[src/rtl/rv32_control_unit_if.sv]
// rv32_control_unit_if: instruction in, decoded datapath controls and illegal-instruction flag out.
interface rv32_control_unit_if;
   logic [31:0] inst;
   logic        b_beq;
   logic        b_jal;
   logic        b_jalr;
   logic        reg_write;
   logic        mem_to_reg;
   logic        mem_write;
   logic [3:0]  alu_control;
   logic        alu_src;
   logic [2:0]  imm_control;
   logic        illegal_inst;

   modport master (
      output inst,
      input  b_beq, b_jal, b_jalr, reg_write, mem_to_reg, mem_write,
      input  alu_control, alu_src, imm_control, illegal_inst
   );

   modport slave (
      input  inst,
      output b_beq, b_jal, b_jalr, reg_write, mem_to_reg, mem_write,
      output alu_control, alu_src, imm_control, illegal_inst
   );
endinterface

[src/rtl/rv32_control_unit.sv]
// rv32_control_unit: combinational RV32I(+M) main decoder with a sticky illegal-instruction flag.
// Define CTRL_MULDIV_EN to decode MUL/DIV/REM; otherwise funct7=0000001 R-type words are illegal.
module rv32_control_unit (
   input  logic               clk,
   input  logic               reset,
   rv32_control_unit_if.slave bus
);
   localparam logic [6:0] OP_R      = 7'b0110011;
   localparam logic [6:0] OP_I      = 7'b0010011;
   localparam logic [6:0] OP_LOAD   = 7'b0000011;
   localparam logic [6:0] OP_STORE  = 7'b0100011;
   localparam logic [6:0] OP_BRANCH = 7'b1100011;
   localparam logic [6:0] OP_JAL    = 7'b1101111;
   localparam logic [6:0] OP_JALR   = 7'b1100111;
   localparam logic [6:0] OP_LUI    = 7'b0110111;

   localparam logic [3:0] ALU_ADD   = 4'b0000;
   localparam logic [3:0] ALU_SUB   = 4'b0001;
   localparam logic [3:0] ALU_AND   = 4'b0010;
   localparam logic [3:0] ALU_OR    = 4'b0011;
   localparam logic [3:0] ALU_XOR   = 4'b0100;
   localparam logic [3:0] ALU_SLL   = 4'b0101;
   localparam logic [3:0] ALU_SRL   = 4'b0110;
   localparam logic [3:0] ALU_SRA   = 4'b0111;
   localparam logic [3:0] ALU_SLT   = 4'b1000;
   localparam logic [3:0] ALU_SLTU  = 4'b1001;
`ifdef CTRL_MULDIV_EN
   localparam logic [3:0] ALU_MUL   = 4'b1010;
   localparam logic [3:0] ALU_DIV   = 4'b1011;
   localparam logic [3:0] ALU_REM   = 4'b1100;
`endif
   localparam logic [3:0] ALU_PASSB = 4'b1101;

   localparam logic [2:0] IMM_I = 3'b000;
   localparam logic [2:0] IMM_S = 3'b001;
   localparam logic [2:0] IMM_B = 3'b010;
   localparam logic [2:0] IMM_U = 3'b011;
   localparam logic [2:0] IMM_J = 3'b100;

   logic [6:0] opcode;
   logic [6:0] funct7;
   logic [2:0] funct3;
   logic       beq, jal, jalr, rw, m2r, mw, src, bad;
   logic [3:0] alu;
   logic [2:0] imm;
   logic       unused_fields;

   assign opcode        = bus.inst[6:0];
   assign funct3        = bus.inst[14:12];
   assign funct7        = bus.inst[31:25];
   assign unused_fields = ^{bus.inst[24:15], bus.inst[11:7]};

   // funct3 -> ALU op shared by R-type (funct7=0) and I-ALU
   function automatic logic [3:0] base_op(input logic [2:0] f3);
      case (f3)
         3'b000:  base_op = ALU_ADD;
         3'b001:  base_op = ALU_SLL;
         3'b010:  base_op = ALU_SLT;
         3'b011:  base_op = ALU_SLTU;
         3'b100:  base_op = ALU_XOR;
         3'b101:  base_op = ALU_SRL;
         3'b110:  base_op = ALU_OR;
         default: base_op = ALU_AND;
      endcase
   endfunction

   always_comb begin
      beq  = 1'b0;
      jal  = 1'b0;
      jalr = 1'b0;
      rw   = 1'b0;
      m2r  = 1'b0;
      mw   = 1'b0;
      src  = 1'b0;
      alu  = ALU_ADD;
      imm  = IMM_I;
      bad  = 1'b0;
      case (opcode)
         OP_R: begin
            rw = 1'b1;
            case (funct7)
               7'b0000000: alu = base_op(funct3);
               7'b0100000: begin
                  alu = funct3 == 3'b000 ? ALU_SUB : ALU_SRA;
                  bad = funct3 != 3'b000 && funct3 != 3'b101;
               end
`ifdef CTRL_MULDIV_EN
               7'b0000001: begin
                  alu = funct3 == 3'b000 ? ALU_MUL : funct3 == 3'b100 ? ALU_DIV : ALU_REM;
                  bad = funct3 != 3'b000 && funct3 != 3'b100 && funct3 != 3'b110;
               end
`endif
               default: bad = 1'b1;
            endcase
         end
         OP_I: begin
            rw  = 1'b1;
            src = 1'b1;
            alu = base_op(funct3);
            if (funct3 == 3'b001)
               bad = funct7 != 7'b0000000;
            else if (funct3 == 3'b101) begin
               alu = funct7 == 7'b0100000 ? ALU_SRA : ALU_SRL;
               bad = funct7 != 7'b0000000 && funct7 != 7'b0100000;
            end
         end
         OP_LOAD: begin
            rw  = 1'b1;
            m2r = 1'b1;
            src = 1'b1;
            bad = funct3 != 3'b010;
         end
         OP_STORE: begin
            mw  = 1'b1;
            src = 1'b1;
            imm = IMM_S;
            bad = funct3 != 3'b010;
         end
         OP_BRANCH: begin
            beq = 1'b1;
            alu = ALU_SUB;
            imm = IMM_B;
            bad = funct3 != 3'b000;
         end
         OP_JAL: begin
            jal = 1'b1;
            rw  = 1'b1;
            imm = IMM_J;
         end
         OP_JALR: begin
            jalr = 1'b1;
            rw   = 1'b1;
            src  = 1'b1;
            bad  = funct3 != 3'b000;
         end
         OP_LUI: begin
            rw  = 1'b1;
            src = 1'b1;
            alu = ALU_PASSB;
            imm = IMM_U;
         end
         default: bad = 1'b1;
      endcase
      // an illegal word must leave no enable asserted
      if (bad) begin
         beq  = 1'b0;
         jal  = 1'b0;
         jalr = 1'b0;
         rw   = 1'b0;
         m2r  = 1'b0;
         mw   = 1'b0;
         src  = 1'b0;
         alu  = ALU_ADD;
         imm  = IMM_I;
      end
   end

   assign bus.b_beq       = beq;
   assign bus.b_jal       = jal;
   assign bus.b_jalr      = jalr;
   assign bus.reg_write   = rw;
   assign bus.mem_to_reg  = m2r;
   assign bus.mem_write   = mw;
   assign bus.alu_src     = src;
   assign bus.alu_control = alu;
   assign bus.imm_control = imm;

   always_ff @(posedge clk or posedge reset)
      if (reset)
         bus.illegal_inst <= 1'b0;
      else if (bad)
         bus.illegal_inst <= 1'b1;
endmodule

[src/flat_wrapper.sv]
// flat-port wrapper written by rule: the top's interface ports become plain ports
module rv32_control_unit_flat 
  (clk, reset, bus_inst, bus_b_beq, bus_b_jal, bus_b_jalr, bus_reg_write, bus_mem_to_reg, bus_mem_write, bus_alu_control, bus_alu_src, bus_imm_control, bus_illegal_inst);
  rv32_control_unit_if bus_i ();
  input  logic clk;
  input  logic reset;
  input wire logic [$bits(bus_i.inst)-1:0] bus_inst;
  output wire logic [$bits(bus_i.b_beq)-1:0] bus_b_beq;
  output wire logic [$bits(bus_i.b_jal)-1:0] bus_b_jal;
  output wire logic [$bits(bus_i.b_jalr)-1:0] bus_b_jalr;
  output wire logic [$bits(bus_i.reg_write)-1:0] bus_reg_write;
  output wire logic [$bits(bus_i.mem_to_reg)-1:0] bus_mem_to_reg;
  output wire logic [$bits(bus_i.mem_write)-1:0] bus_mem_write;
  output wire logic [$bits(bus_i.alu_control)-1:0] bus_alu_control;
  output wire logic [$bits(bus_i.alu_src)-1:0] bus_alu_src;
  output wire logic [$bits(bus_i.imm_control)-1:0] bus_imm_control;
  output wire logic [$bits(bus_i.illegal_inst)-1:0] bus_illegal_inst;
  assign bus_i.inst = bus_inst;
  assign bus_b_beq = bus_i.b_beq;
  assign bus_b_jal = bus_i.b_jal;
  assign bus_b_jalr = bus_i.b_jalr;
  assign bus_reg_write = bus_i.reg_write;
  assign bus_mem_to_reg = bus_i.mem_to_reg;
  assign bus_mem_write = bus_i.mem_write;
  assign bus_alu_control = bus_i.alu_control;
  assign bus_alu_src = bus_i.alu_src;
  assign bus_imm_control = bus_i.imm_control;
  assign bus_illegal_inst = bus_i.illegal_inst;
  rv32_control_unit u_core (.clk(clk), .reset(reset), .bus(bus_i));
endmodule
[config.mk]
export PLATFORM = sky130hd
export DESIGN_NAME = rv32_control_unit_flat
export DESIGN_NICKNAME = d
export VERILOG_FILES = /design/src/rtl/rv32_control_unit_if.sv /design/src/rtl/rv32_control_unit.sv /design/src/flat_wrapper.sv
export SDC_FILE = /design/constraint.sdc
export NUM_CORES = 1
export LEC_CHECK = 0
export CAP_MARGIN = 20
export CORE_AREA = 2 2 51 53
export DETAILED_ROUTE_END_ITERATION = 12
export DIE_AREA = 0 0 53 55
export SLEW_MARGIN = 15
export SYNTH_ARGS = -nofsm -noshare
export SYNTH_HDL_FRONTEND = slang
export SYNTH_SLANG_ARGS = --single-unit
export TNS_END_PERCENT = 50
[constraint.sdc]
create_clock -name clk -period 5.8 [get_ports clk]
set_clock_uncertainty 0.2 [all_clocks]
set_input_delay 0.87 -clock clk [delete_from_list [all_inputs] [get_ports clk]]
set_output_delay 0.87 -clock clk [all_outputs]
set_load 0.02 [all_outputs]
==> results_dict.tcl <==
set metrics [dict create \
    p_leak_uw 0.0002751 \
    grt_pass1_wl_um 2628 \
    path_clk_slew_ps 0 \
    grt_util_all_layers 0.1121 \
    synth_top_family_by_area "simple AND/OR/NAND/NOR gates" \
    crit_required_ps 4730 \
    multiInputGateArea_um2 494.2 \
    outcome "completed" \
    hold_buffers 0 \
    cp_max_fo 16 \
    grt_pass1_vias 624 \
    ir_drop_mv 0.01995 \
    switching_power_uw 18.85 \
    place_ws_ps 1016 \
    drc_errors 0 \
    diodes 0 \
    syn2layout_area_growth_pct 59.96 \
    power.share.clock 0 \
    critPathArrivalTime_ps 3720 \
    syn_nets 119 \
    fmax_ghz 0.2086 \
    vias 711 \
    synthArstFlopShare 1.000 \
    critPathLaunchType "input port" \
    die_x_um 53 \
    synthCells 85 \
    antenna_found_initial 0 \
    powerDensity_nw_per_um2 50.27 \
    critPathKind "in -> out" \
    place_congestion 0.8863 \
    dpl.hpwl_um 1304 \
    layout_setup_ws_ps 1006 \
    drv_cap 0 \
    wl_per_cell_um 11.02 \
    initial_core_util 0.2365 \
    reg.largest.list "u_core.bus.illegal_inst: 1 flops" \
    largest_reg_flops 1 \
    synth_seq_area_share 0.04474 \
    end_kind "primary output" \
    synth-edff-count 0 \
    drt_iter0_markers 7 \
    slew_viol_final 0 \
    setup_viol 0 \
    synth_fa_ha_area_frac 0 \
    cts_resized 0 \
    hold_violations 0 \
    hold_ws_ps 258.9 \
    fp.dieH_um 55 \
    nets 149 \
    switching_share 0.4192 \
    pin_count 49 \
    combPwrFrac 0.842 \
    drtPass1Iterations 4 \
    worstMarginPinSlew_ps 561.4 \
    core_um2 2365 \
    synth.avg_cell_area_um2 6.580 \
    synth_area_um2 559.3 \
    rsz0062_at_grt "false" \
    largest_register "u_core.bus.illegal_inst" \
    synth.area.mux_share 0.01790 \
    grt_overflow 0 \
    ant_nets 0 \
    wl_um 1576 \
    synth-compound-area-share 0.2416 \
    p_int_uw 26.12 \
    portBuffers 33 \
    cts_setup_buffers 0 \
    ys_seq_elements 1 \
    synthXorXnorAreaFrac 0.04698 \
    rows 18 \
    yosys_warnings 0 \
    seq_power_share 0.158 \
    clkLatencyLatePin_ps 0 \
    fin_crit_sh 0.8265 \
    synth.distinct_cells 41 \
    ys.flop_type "dfrtp_1" \
    grt_max_degree 17 \
    hold_path.class "reg -> reg" \
    vias_per_cell 4.972 \
    yosys.area_share.simple 0.5772 \
    die_area_um2 2915 \
    period_needed_ps 4794 \
    drive_gt1_frac 0.07965 \
    fillerInstances 268 \
    seqCellArea_um2 25.02 \
    slew_headroom 0.6246 \
    fin_setup_tns_ps 0 \
]
## through the flow
| step | cell area (um2) | instances | util | power [uW] |
|---|---|---|---|---|
| 2_1_floorplan | 559.3 | 85 | - | 26.81 |
| 3_3_place_gp | 894.6 | 143 | 0.3783 | 44.35 |
| 3_5_place_dp | 894.6 | 143 | 0.3783 | 44.84 |
| 4_1_cts | 894.6 | 143 | 0.3783 | 45.01 |
| 5_1_grt | 894.6 | 143 | 0.3783 | 48.60 |
| 6_report | 894.6 | 143 | 0.3783 | 44.97 |
## Yosys cell counts, types with 3 or more instances
cell     number  share of area
nand2_1      11          0.074
a21oi_1       3          0.027
o21ai_0       4          0.036
nor2_1       13          0.087
nor3_1        4          0.036
nand3_1       6          0.054
## final cells by class
cell class / instances / share of cell area
inverter: 2 / 0.008392
timing repair buffer: 33 / 0.3692
sequential: 1 / 0.02797
multi-input combinational: 77 / 0.5524
tap: 30 / 0.04196
## logic make-up (layout without fill, tap and decap cells)
kind of cell           Yosys count  in the layout
AO/OA/AOI/OAI                   18             18
flip-flops                       1              1
multiplexers                     1              1
buffers and inverters            7             35
XOR/XNOR                         3              3
AND/OR/NAND/NOR                 55             55
## final timing paths
check	from	endpoint	slack, ps	cells past startpoint
max reg2reg	u_core.bus.illegal_inst	u_core.bus.illegal_inst	4830	1
max	bus_inst[5]	bus_alu_control[1]	1010	7
min in group asynchronous	reset	u_core.bus.illegal_inst	810	2
min reg2reg	u_core.bus.illegal_inst	u_core.bus.illegal_inst	260	1
max in group asynchronous	reset	u_core.bus.illegal_inst	4490	2
min	u_core.bus.illegal_inst	u_core.bus.illegal_inst	260	1
## power groups by stage
stage / Clock, uW / Combinational [uW] / Sequential (uW)
after floorplan: 0 / 19.7 / 7.10
after global placement: 0 / 37.2 / 7.10
after detailed placement: 0 / 37.7 / 7.10
after CTS: 0 / 37.9 / 7.10
after global routing: 0 / 41.5 / 7.10
final: 0 / 37.9 / 7.10
## placed cells by master, fill, tap and decap left out, types with 2 or more instances in the layout
cell type         n
a21oi_1           3
clkdlybuf4s50_1  33
inv_1             2
nand2_1          11
nand2b_1          2
nand3_1           6
nand3b_1          2
nand4_1           2
nand4b_1          2
nor2_1           13
nor3_1            4
nor4_4            2
o21ai_0           4
or2_2             2
xnor2_1           2
## metal layers
layer / wire length [um] / part of all wire / GRT usage
met3: 42 / 0.027 / 0
met1: 726 / 0.46 / 0.1474
met4: 0 / 0 / 0
met5: 0 / 0 / 0
met2: 806 / 0.51 / 0.2188
## critical path, stage by stage
cell	delay (ps)
clkdlybuf4s50_1	780
nor2b_1	290
nand2_1	80
o211ai_1	190
nand4_1	490
and4b_1	420
clkdlybuf4s50_1	600
(Power assumes the default switching activity.)
